### config.mk
export PLATFORM = sky130hd
export DESIGN_NAME = cordic_vector_iter_flat
export DESIGN_NICKNAME = d
export VERILOG_FILES = /design/src/rtl/cordic_vector_iter_pkg.sv /design/src/rtl/cordic_vector_iter_if.sv /design/src/rtl/cordic_vector_iter_stage.sv /design/src/rtl/cordic_vector_iter.sv /design/src/flat_wrapper.sv
export SDC_FILE = /design/constraint.sdc
export NUM_CORES = 1
export LEC_CHECK = 0
export ABC_AREA = 1
export BUFFER_PORTS_ARGS = -buffer_cell sky130_fd_sc_hd__buf_2
export CAP_MARGIN = 10
export CORE_ASPECT_RATIO = 0.8
export CORE_MARGIN = 5
export CORE_UTILIZATION = 35
export CTS_BUF_LIST = sky130_fd_sc_hd__clkbuf_16
export CTS_CLUSTER_SIZE = 24
export DETAILED_ROUTE_END_ITERATION = 16
export SETUP_SLACK_MARGIN = 0.2
export SLEW_MARGIN = 0
export SYNTH_ARGS = -nofsm -noshare
export SYNTH_HDL_FRONTEND = slang
export SYNTH_SLANG_ARGS = --single-unit
### constraint.sdc
create_clock -name clk -period 3.8 [get_ports clk]
set_clock_uncertainty 0.2 [all_clocks]
set_input_delay 0.38 -clock clk [delete_from_list [all_inputs] [get_ports clk]]
set_output_delay 0.38 -clock clk [all_outputs]
set_load 0.02 [all_outputs]
### src/rtl/cordic_vector_iter_pkg.sv
// rtl/cordic_vector_iter_pkg.sv - shared CORDIC constants, arctangent table and FSM state type
package cordic_vector_iter_pkg;

    localparam int MAX_ITER = 16;
    localparam int CNT_W    = 4;

    // Angles scaled so that 2^15 == pi (16-bit angle word); PI_2 is a quarter turn.
    localparam int PI_2 = 16384;

    // Un-compensated vector gain after the micro-rotations, K ~= 1.6468; the downstream
    // gain-compensation stage multiplies by 1/K ~= 0.6073 with shift-adds.
    localparam real CORDIC_GAIN = 1.6468;

    localparam int ATAN_TABLE [MAX_ITER] = '{
        8192, 4836, 2555, 1297, 651, 326, 163, 81,
        41,   20,   10,   5,    3,   1,   1,   0
    };

    typedef enum logic [1:0] {
        S_IDLE   = 2'd0,
        S_ROTATE = 2'd1,
        S_DONE   = 2'd2
    } state_e;

    function automatic int atan_lookup(input logic [CNT_W-1:0] idx);
        return ATAN_TABLE[idx];
    endfunction

endpackage

### src/rtl/cordic_vector_iter_if.sv
// rtl/cordic_vector_iter_if.sv - input/output valid-ready bundle for the vectoring CORDIC
interface cordic_vector_iter_if #(
    parameter int DATA_WIDTH  = 15,
    parameter int ANGLE_WIDTH = 16
);
    logic                          in_valid;
    logic                          in_ready;
    logic signed [DATA_WIDTH-1:0]  X_in;
    logic signed [DATA_WIDTH-1:0]  Y_in;
    logic                          out_valid;
    logic                          out_ready;
    logic signed [DATA_WIDTH+1:0]  X_out;
    logic signed [ANGLE_WIDTH-1:0] Z_out;

    modport master (
        output in_valid, X_in, Y_in, out_ready,
        input  in_ready, out_valid, X_out, Z_out
    );

    modport slave (
        input  in_valid, X_in, Y_in, out_ready,
        output in_ready, out_valid, X_out, Z_out
    );
endinterface

### src/rtl/cordic_vector_iter_stage.sv
// rtl/cordic_vector_iter_stage.sv - one combinational vectoring micro-rotation
module cordic_vector_stage #(
    parameter int W  = 17,
    parameter int AW = 16,
    parameter int IW = 4
) (
    input  logic signed [W-1:0]  x_i,
    input  logic signed [W-1:0]  y_i,
    input  logic signed [AW-1:0] z_i,
    input  logic        [IW-1:0] i_i,
    input  logic signed [AW-1:0] atan_i,
    output logic signed [W-1:0]  x_o,
    output logic signed [W-1:0]  y_o,
    output logic signed [AW-1:0] z_o
);
    logic signed [W-1:0] x_sh;
    logic signed [W-1:0] y_sh;

    assign x_sh = x_i >>> i_i;
    assign y_sh = y_i >>> i_i;

    // Drive y toward zero: rotate clockwise while y is non-negative.
    always_comb begin
        if (!y_i[W-1]) begin
            x_o = x_i + y_sh;
            y_o = y_i - x_sh;
            z_o = z_i + atan_i;
        end else begin
            x_o = x_i - y_sh;
            y_o = y_i + x_sh;
            z_o = z_i - atan_i;
        end
    end
endmodule

### src/rtl/cordic_vector_iter.sv
// rtl/cordic_vector_iter.sv - iterative vectoring CORDIC: magnitude (gain K) and atan2 of (X,Y)
module cordic_vector_iter
    import cordic_vector_iter_pkg::*;
#(
    parameter int DATA_WIDTH  = 15,
    parameter int ANGLE_WIDTH = 16,
    parameter int ITER        = 12
) (
    input  logic                 clk,
    input  logic                 rst,
    cordic_vector_iter_if.slave  bus
);
    localparam int W = DATA_WIDTH + 2;
    localparam logic [CNT_W-1:0]            LAST   = CNT_W'(ITER - 1);
    localparam logic signed [ANGLE_WIDTH-1:0] Z_PI_2 = ANGLE_WIDTH'(PI_2);

    state_e state_q, state_d;

    logic signed [W-1:0]           x_q, x_d, y_q, y_d;
    logic signed [ANGLE_WIDTH-1:0] z_q, z_d;
    logic        [CNT_W-1:0]       count_q, count_d;
    logic                          zero_q, zero_d;
    logic signed [W-1:0]           x_out_q, x_out_d;
    logic signed [ANGLE_WIDTH-1:0] z_out_q, z_out_d;

    logic signed [W-1:0]           x_ext, y_ext, x_nx, y_nx;
    logic signed [ANGLE_WIDTH-1:0] z_nx, atan_cur;

    assign x_ext    = {{2{bus.X_in[DATA_WIDTH-1]}}, bus.X_in};
    assign y_ext    = {{2{bus.Y_in[DATA_WIDTH-1]}}, bus.Y_in};
    assign atan_cur = ANGLE_WIDTH'(atan_lookup(count_q));

    cordic_vector_stage #(
        .W  (W),
        .AW (ANGLE_WIDTH),
        .IW (CNT_W)
    ) u_stage (
        .x_i    (x_q),
        .y_i    (y_q),
        .z_i    (z_q),
        .i_i    (count_q),
        .atan_i (atan_cur),
        .x_o    (x_nx),
        .y_o    (y_nx),
        .z_o    (z_nx)
    );

    always_ff @(posedge clk or negedge rst) begin
        if (!rst) state_q <= S_IDLE;
        else      state_q <= state_d;
    end

    always_comb begin
        state_d = state_q;
        unique case (state_q)
            S_IDLE:   if (bus.in_valid)    state_d = S_ROTATE;
            S_ROTATE: if (count_q == LAST) state_d = S_DONE;
            S_DONE:   if (bus.out_ready)   state_d = S_IDLE;
            default:                       state_d = S_IDLE;
        endcase
    end

    always_comb begin
        bus.in_ready  = (state_q == S_IDLE);
        bus.out_valid = (state_q == S_DONE);
    end

    always_comb begin
        x_d     = x_q;
        y_d     = y_q;
        z_d     = z_q;
        count_d = count_q;
        zero_d  = zero_q;
        x_out_d = x_out_q;
        z_out_d = z_out_q;
        if (state_q == S_IDLE && bus.in_valid) begin
            // Pre-rotate left-half-plane vectors by +/-90 degrees so the iterations converge.
            count_d = '0;
            zero_d  = (bus.X_in == '0) && (bus.Y_in == '0);
            if (!x_ext[W-1]) begin
                x_d = x_ext;  y_d = y_ext;  z_d = '0;
            end else if (!y_ext[W-1]) begin
                x_d = y_ext;  y_d = -x_ext; z_d = Z_PI_2;
            end else begin
                x_d = -y_ext; y_d = x_ext;  z_d = -Z_PI_2;
            end
        end else if (state_q == S_ROTATE) begin
            x_d     = x_nx;
            y_d     = y_nx;
            z_d     = z_nx;
            count_d = count_q + CNT_W'(1);
            if (count_q == LAST) begin
                // A zero vector has no angle; report 0 instead of the accumulated table sum.
                x_out_d = x_nx;
                z_out_d = zero_q ? '0 : z_nx;
            end
        end
    end

    always_ff @(posedge clk or negedge rst) begin
        if (!rst) begin
            x_q     <= '0;
            y_q     <= '0;
            z_q     <= '0;
            count_q <= '0;
            zero_q  <= 1'b0;
            x_out_q <= '0;
            z_out_q <= '0;
        end else begin
            x_q     <= x_d;
            y_q     <= y_d;
            z_q     <= z_d;
            count_q <= count_d;
            zero_q  <= zero_d;
            x_out_q <= x_out_d;
            z_out_q <= z_out_d;
        end
    end

    assign bus.X_out = x_out_q;
    assign bus.Z_out = z_out_q;
endmodule

### src/flat_wrapper.sv
// flat-port wrapper written by rule: the top's interface ports become plain ports
module cordic_vector_iter_flat import cordic_vector_iter_pkg::*;
#(
    parameter int DATA_WIDTH  = 15,
    parameter int ANGLE_WIDTH = 16,
    parameter int ITER        = 12
)
  (clk, rst, bus_in_valid, bus_X_in, bus_Y_in, bus_out_ready, bus_in_ready, bus_out_valid, bus_X_out, bus_Z_out);
  cordic_vector_iter_if #(.DATA_WIDTH(DATA_WIDTH), .ANGLE_WIDTH(ANGLE_WIDTH)) bus_i ();
  input  logic clk;
  input  logic rst;
  input wire logic [$bits(bus_i.in_valid)-1:0] bus_in_valid;
  input wire logic [$bits(bus_i.X_in)-1:0] bus_X_in;
  input wire logic [$bits(bus_i.Y_in)-1:0] bus_Y_in;
  input wire logic [$bits(bus_i.out_ready)-1:0] bus_out_ready;
  output wire logic [$bits(bus_i.in_ready)-1:0] bus_in_ready;
  output wire logic [$bits(bus_i.out_valid)-1:0] bus_out_valid;
  output wire logic [$bits(bus_i.X_out)-1:0] bus_X_out;
  output wire logic [$bits(bus_i.Z_out)-1:0] bus_Z_out;
  assign bus_i.in_valid = bus_in_valid;
  assign bus_i.X_in = bus_X_in;
  assign bus_i.Y_in = bus_Y_in;
  assign bus_i.out_ready = bus_out_ready;
  assign bus_in_ready = bus_i.in_ready;
  assign bus_out_valid = bus_i.out_valid;
  assign bus_X_out = bus_i.X_out;
  assign bus_Z_out = bus_i.Z_out;
  cordic_vector_iter #(.DATA_WIDTH(DATA_WIDTH), .ANGLE_WIDTH(ANGLE_WIDTH), .ITER(ITER)) u_core (.clk(clk), .rst(rst), .bus(bus_i));
endmodule
==> results of run 1 <==
[critical path: stages (launching register included)]
cell	delay, ns
dfrtp_2	0.45
buf_12	0.15
buf_12	0.15
o21ai_4	0.16
or2_4	0.14
nand3_2	0.08
nand2_2	0.09
o21ai_4	0.07
buf_6	0.14
nor2_4	0.11
nand2_4	0.09
o21ai_4	0.23
buf_12	0.14
nand3_4	0.07
o21ai_4	0.21
ha_4	0.25
buf_4	0.14
nand2_1	0.06
nor2_1	0.06
a21oi_1	0.14
o21ai_1	0.09
or2_2	0.29
nand3_1	0.07
o21ai_0	0.07
[final timing paths]
check                                                 start                          endpoint  slack (ns)  cells after the start
max in group asynchronous                               rst   u_core.bus.Z_out[7]$_DFFE_PN0P_        2.11                      3
min in group asynchronous                               rst  u_core.bus.Z_out[12]$_DFFE_PN0P_        0.51                      2
min                                             bus_X_in[0]         u_core.x_q[0]$_DFFE_PN0P_        0.16                      3
max reg2reg                   u_core.count_q[0]$_DFFE_PN0P_        u_core.x_q[15]$_DFFE_PN0P_       -0.02                     23
max                           u_core.count_q[0]$_DFFE_PN0P_        u_core.x_q[15]$_DFFE_PN0P_       -0.02                     23
min reg2reg                u_core.bus.Z_out[14]$_DFFE_PN0P_  u_core.bus.Z_out[14]$_DFFE_PN0P_        0.28                      2
[per-layer routing]
layer,vias up,share of wire [%],global-route usage [%]
li1,5529,-,-
met1,5470,47,34.1
met2,388,46,36.2
met3,45,5.8,2.91
met4,0,1.7,4.45
met5,-,0,0
[flip-flops by register name (all words and copies together), names as in the netlist]
signal	count
u_core.bus.X_out	17
u_core.y_q	17
u_core.bus.Z_out	16
u_core.x_q	17
u_core.zero_q	1
u_core.state_q	2
u_core.count_q	4
u_core.z_q	16
[synth_stat cells, drive strengths merged]
cell / count / area share [%]
nor3: 16 / 0.84
o41ai: 1 / 0.092
a41oi: 1 / 0.092
o22ai: 7 / 0.46
o31ai: 5 / 0.45
a22oi: 7 / 0.80
and2: 1 / 0.066
o21ai: 127 / 6.9
a221oi: 2 / 0.18
nand3: 166 / 8.8
xnor2: 26 / 2.4
clkbuf: 33 / 1.3
o221ai: 12 / 1.1
clkinv: 2 / 0.079
ha: 60 / 7.9
a21o: 6 / 0.47
a21boi: 2 / 0.16
o211ai: 12 / 0.95
dfrtp: 90 / 24
o311ai: 2 / 0.18
inv: 143 / 5.7
xor2: 35 / 3.2
and3: 1 / 0.066
a21oi: 91 / 4.8
nand3b: 10 / 0.79
nor2: 94 / 4.1
o21a: 10 / 0.79
nand4: 12 / 0.79
a2bb2oi: 3 / 0.28
fa: 3 / 0.63
a31oi: 8 / 0.53
nand2: 450 / 18
nor4: 2 / 0.13
or2: 15 / 0.99
buf: 29 / 1.8
o21bai: 5 / 0.40
[kinds of logic after synthesis]
logic type / count (synthesis)
xor+xnor: 61
compound gates: 301
simple gates: 767
buf+inv: 207
fa+ha+maj: 63
flops: 90
[area by class of cell]
class	instances	area [um^2]
timing repair inverter	1	5.00
timing repair buffer	332	2500
clock buffer	9	225
sequential	90	2260
clock inverter	7	46.3
fill	2495	12200
multi-input combinational	1192	8310
inverter	145	559
tap	357	447
[what timing repair did]
action                                 in CTS  in global routing
setup buffers                               9                 27
pin swaps                                  27                134
gates resized for setup                   163                298
cloned                                      0                  1
setup endpoints to repair                  51                 62
endpoints found under the hold margin       7                  0
hold buffers                                2                  0
[per-stage QoR]
stage	cell area [um^2]	hold slack [ns]
after detailed placement	11800	0.260
after global routing	14400	0.173
after CTS	12800	0.149
after global placement	11800	0.257
final	14400	0.157
after floorplan	9560	-0.116
==> flow_summary_export.csv, run 1 <==
group,metric,value,unit
worst_setup_path,crit_fanout,17,
final_layout,layout_commonest_cell,"nand2_1",
synth,synth-simple-area-share,34.6,%
clocking,cts_tree,"yes",
routing,wl,37.9,mm
worst_setup_path,crit_path_start_kind,"flip-flop",
floorplanning,coreArea,26500,um^2
synth,synth-compound-area-share,18.6,%
synth,synth_xor_area_share,5.63,%
final_layout,final_cell_mix,"nand2_1, buf_4, inv_1, nand3_1, dfrtp_1",
floorplanning,fp.dieW,194,um
clocking,htreeDepth,3,
global_routing,antenna_found_initial,0,
routing,first_pass_iters,6,
place,port_buffers,68,
worst_setup_path,worstPathRequired,3.82,ns
worst_setup_path,critical_path_class,"reg -> reg",
routing,vias,11400,
sta,setup_viol,6,
global_routing,grt-ovfl-total,0,
global_routing,grt_usage,23.0,%
run_status,status,"complete, but fails checks",
place,routabilityCongestion,0.958,
place,dp_hpwl,27.0,mm
global_routing,grt_pass1_vias,10600,
worst_setup_path,arrival,3.84,ns
sta,fmax,262,MHz
sta,worst_slew_pin_slew,0.971,ns
synth,syn_inst,1489,
clocking,clk_pin_slew_worst_paths,0.08,ns
floorplanning,dieArea,30500,um^2
sta,grt_setup_unrepaired,"yes",
synth,synth_area,9490,um^2
synth,synth_fp_nets,1586,
routing,final_antenna_net_count,0,
final_layout,fin_cells,2133,
place,dp_cells,2078,
worst_setup_path,end_kind,"flip-flop",
clocking,cts-root-buf,"clkbuf_16",
final_layout,synthToLayoutAreaGrowth,51.2,%
global_routing,grt_max_degree,67,
final_layout,drive_gt1_share,41.1,%
final_layout,postLayoutCoreUtil,54.1,%
sta,slew_headroom,35.2,%
synth,synthAdderAreaFrac,8.54,%
clocking,cts_buffers,9,
synth,synth_top_family_by_area,"simple AND/OR/NAND/NOR gates",
clocking,clock_path_buffers,2,
synth,ys_ff_latch,90,
synth,ys_types,54,
global_routing,grt_pass1_wl,57.4,mm
synth,avgSynthCellArea,6.37,um^2
sta,setup-tns-final,-0.0591,ns
sta,post-route-min-period,3.82,ns
clocking,clock-sinks,90,
routing,drtIter0Drc,992,
floorplanning,die_h,157,um
synth,synth_seq_area_share,23.7,%
job,cap_violations,0,
floorplanning,io_pins,69,
synth,yosys_warnings,0,
clocking,clkLatencyLatePin,0.36,ns
routing,drc,0,
floorplanning,rows,53,
run_status,violations,"setup timing",
sta,drv_slew,0,
final_layout,n_antenna_cell,0,
routing,wire_per_inst,17.8,um
routing,avgViaCountPerCell,5.36,
final_layout,nets,1868,
sta,finalWorstSetupSlack,-0.0220,ns
place,pre_cts_slack,-0.346,ns
floorplanning,start_util,35.8,%
synth,synth.mux.area_fraction,0,%
min_path,min_path_type,"in -> reg",
sta,timing.final.crit_share,101,%
sta,hold_viol,0,
Power of run 1 is left out: the tool's default activity adds up to more than one toggle a clock period on the data nets, which glitch-free logic cannot reach.
==> run 2: changes to the inputs <==
--- a/config.mk
+++ b/config.mk
@@ -5,7 +5,6 @@
 export SDC_FILE = /design/constraint.sdc
 export NUM_CORES = 1
 export LEC_CHECK = 0
-export ABC_AREA = 1
 export BUFFER_PORTS_ARGS = -buffer_cell sky130_fd_sc_hd__buf_2
 export CAP_MARGIN = 10
 export CORE_ASPECT_RATIO = 0.8
@@ -15,7 +14,6 @@
 export CTS_CLUSTER_SIZE = 24
 export DETAILED_ROUTE_END_ITERATION = 16
 export SETUP_SLACK_MARGIN = 0.2
-export SLEW_MARGIN = 0
 export SYNTH_ARGS = -nofsm -noshare
 export SYNTH_HDL_FRONTEND = slang
 export SYNTH_SLANG_ARGS = --single-unit
==> flow_summary_export.csv, run 2 <==
group,metric,value,unit
worst_setup_path,crit_slowest_cell,"mux4_2",
clocking,clock_path_buffers,2,
worst_setup_path,arrival,4.85,ns
synth,ys_types,75,
synth,async_reset_ff_share,100,%
sta,slew_headroom,31.8,%
place,port_buffers,68,
global_routing,grt_pass1_vias,9810,
synth,synth_edf_count,0,
sta,hold_viol,43,
final_layout,n_antenna_cell,0,
synth,yosys_warnings,0,
synth,yosys-top-cells-area,"dfrtp_1, ha_1, o21ai_0",
routing,drc,0,
floorplanning,io_pins,69,
routing,avgViaCountPerCell,5.53,
worst_setup_path,crit_path_start_kind,"flip-flop",
floorplanning,fp.dieW,194,um
synth,syn_inst,1138,
floorplanning,die_h,157,um
worst_setup_path,critical_path_class,"reg -> reg",
final_layout,layout_commonest_cell,"buf_4",
floorplanning,start_util,35.1,%
synth,synth_common_cells,"nand2_1, o21ai_0, nor2_1",
routing,drtIter0Drc,817,
run_status,status,"complete, but fails checks",
synth,yosysMostFrequentCell,"nand2_1",
synth,synth_fp_nets,1235,
synth,synth_seq_area_share,23.7,%
global_routing,grt_pass1_wl,54.6,mm
final_layout,postLayoutCoreUtil,50.8,%
clocking,htreeDepth,3,
worst_setup_path,crit_fanout,7,
min_path,min_path_type,"in -> async",
final_layout,synthToLayoutAreaGrowth,44.7,%
place,dp_hpwl,26.1,mm
run_status,violations,"hold timing, setup timing",
sta,setup_viol,59,
worst_setup_path,crit_top_cell,"o21ai_1",
routing,wire_per_inst,18.7,um
global_routing,grt_usage,22.3,%
floorplanning,dieArea,30500,um^2
synth,synth_top_area_cell,"dfrtp_1",
worst_setup_path,end_kind,"flip-flop",
floorplanning,rows,54,
sta,finalWorstSetupSlack,-0.947,ns
sta,worst_slew_pin_slew,1.02,ns
global_routing,grt_max_degree,72,
clocking,cts_tree,"yes",
global_routing,grt-ovfl-total,0,
place,pre_cts_slack,-0.942,ns
sta,grt_setup_unrepaired,"yes",
synth,avgSynthCellArea,8.34,um^2
place,dpl_cell_area,12400,um^2
place,routabilityCongestion,0.933,
global_routing,antenna_found_initial,0,
final_layout,drive_gt1_share,41.6,%
floorplanning,coreArea,27000,um^2
sta,post-route-min-period,4.75,ns
routing,final_antenna_net_count,0,
clocking,cts-root-buf,"clkbuf_16",
clocking,clkLatencyLatePin,0.37,ns
worst_setup_path,path_cells,"buf_6 > mux4_1 > mux4_2 > nor2b_4 > nor3b_4 > and4_4 > o21ai_4 > and3_1 > o21ai_1 > o21ai_1 > ha_1 > a21o_1 > a21oi_2 > o21ai_2 > a211oi_2 > xor2_2 > or3_4 > nand3_2",
sta,whs,-0.0290,ns
final_layout,nets,1587,
worst_setup_path,critPathMaxStageDelay,0.58,ns
sta,timing.final.crit_share,125,%
clocking,cts_buffers,9,
routing,vias,10300,
clocking,clk_pin_slew_worst_paths,0.09,ns
final_layout,final_cell_mix,"buf_4, nand2_1, nor2_1, dfrtp_1, buf_2",
sta,fmax,211,MHz
sta,drv_slew,0,
worst_setup_path,worstPathRequired,3.90,ns
job,cap_violations,0,
routing,wl,34.8,mm
synth,synth_area,9500,um^2
clocking,clock-sinks,90,
synth,ys_ff_latch,90,
synth,yosysTopAreaCellShare,23.7,%
final_layout,fin_area,13700,um^2
synth,synth_ff_type,"dfrtp_1",
routing,first_pass_iters,5,
final_layout,nFillCells,2530,
run 2: cell count changes after synthesis, moves of 13 or more:
cell,previous run,this run
nand3_1,165,36
mux4_2,0,20
mux2i_1,0,30
inv_1,131,38
a211oi_1,0,22
xnor2_1,26,51
mux2_2,0,20
nand2_1,443,117
clkbuf_1,33,46
o21ai_1,25,1
mux4_1,0,15
a31oi_1,8,22
run 2: layer usage:
metal | GRT usage [%] | part of all wire (%) | vias to the layer above
li1 | - | - | 4896
met1 | 32.9 | 48 | 5000
met2 | 34.5 | 44 | 332
met3 | 2.85 | 6.3 | 44
met4 | 6.22 | 2.4 | 0
met5 | 0 | 0 | -
run 2: kinds of logic after synthesis:
group                      synth area share [%]
xor gates and xnor gates                   8.58
adders and majority gates                  8.54
and+or+nand+nor                            17.5
AOI/OAI and AO/OA                          22.4
DFF                                        23.7
buffers and inverters                      4.84
muxes                                      14.4
run 2: area by class of cell:
| class | instances | area, um^2 | area share (%) |
|---|---|---|---|
| inverter | 41 | 163 | 1.18 |
| timing repair buffer | 413 | 3070 | 22.3 |
| sequential | 90 | 2260 | 16.4 |
| multi-input combinational | 935 | 7490 | 54.5 |
| clock buffer | 9 | 225 | 1.64 |
| tap | 364 | 455 | 3.31 |
| clock inverter | 7 | 73.8 | 0.537 |
run 2: worst paths after layout:
check / from / endpoint / slack, ns / cells after the start
setup / recovery: u_core.count_q[0]$_DFFE_PN0P_ / u_core.x_q[16]$_DFFE_PN0P_ / -0.95 / 18
setup reg to reg: u_core.count_q[0]$_DFFE_PN0P_ / u_core.x_q[16]$_DFFE_PN0P_ / -0.95 / 18
max in group asynchronous: rst / u_core.count_q[0]$_DFFE_PN0P_ / 2.65 / 2
hold / removal: rst / u_core.state_q[1]$_DFFE_PN0P_ / -0.03 / 1
hold reg to reg: u_core.bus.Z_out[0]$_DFFE_PN0P_ / u_core.bus.Z_out[0]$_DFFE_PN0P_ / 0.28 / 2
min in group clk: bus_out_ready / u_core.state_q[1]$_DFFE_PN0P_ / 0.02 / 2
run 2: through the flow:
stage | instances | setup TNS [ns]
2_1_floorplan | 1138 | -17.59
3_3_place_gp | 1796 | -30.66
3_5_place_dp | 1796 | -33.80
4_1_cts | 1838 | -25.10
5_1_grt | 1859 | -44.57
6_report | 1859 | -32.73
run 2: critical path, delay by kind of cell, from the launching register on:
| family | cells | cell delay [ns] |
|---|---|---|
| and+or+nand+nor | 6 | 1.24 |
| muxes | 2 | 1.13 |
| AOI/OAI and AO/OA | 7 | 0.98 |
| DFF | 1 | 0.51 |
| adders and majority gates | 1 | 0.29 |
| buffers and inverters | 1 | 0.16 |
| xor gates and xnor gates | 1 | 0.15 |
run 2: what timing repair did:
| action | 4_1_cts | 5_1_grt |
|---|---|---|
| pin swaps | 39 | 64 |
| setup buffers | 25 | 21 |
| resized for setup | 101 | 67 |
| hold buffers | 0 | 0 |
| setup endpoints to repair | 69 | 70 |
| gates cloned | 1 | 0 |
Power of run 2 is left out for the same reason.
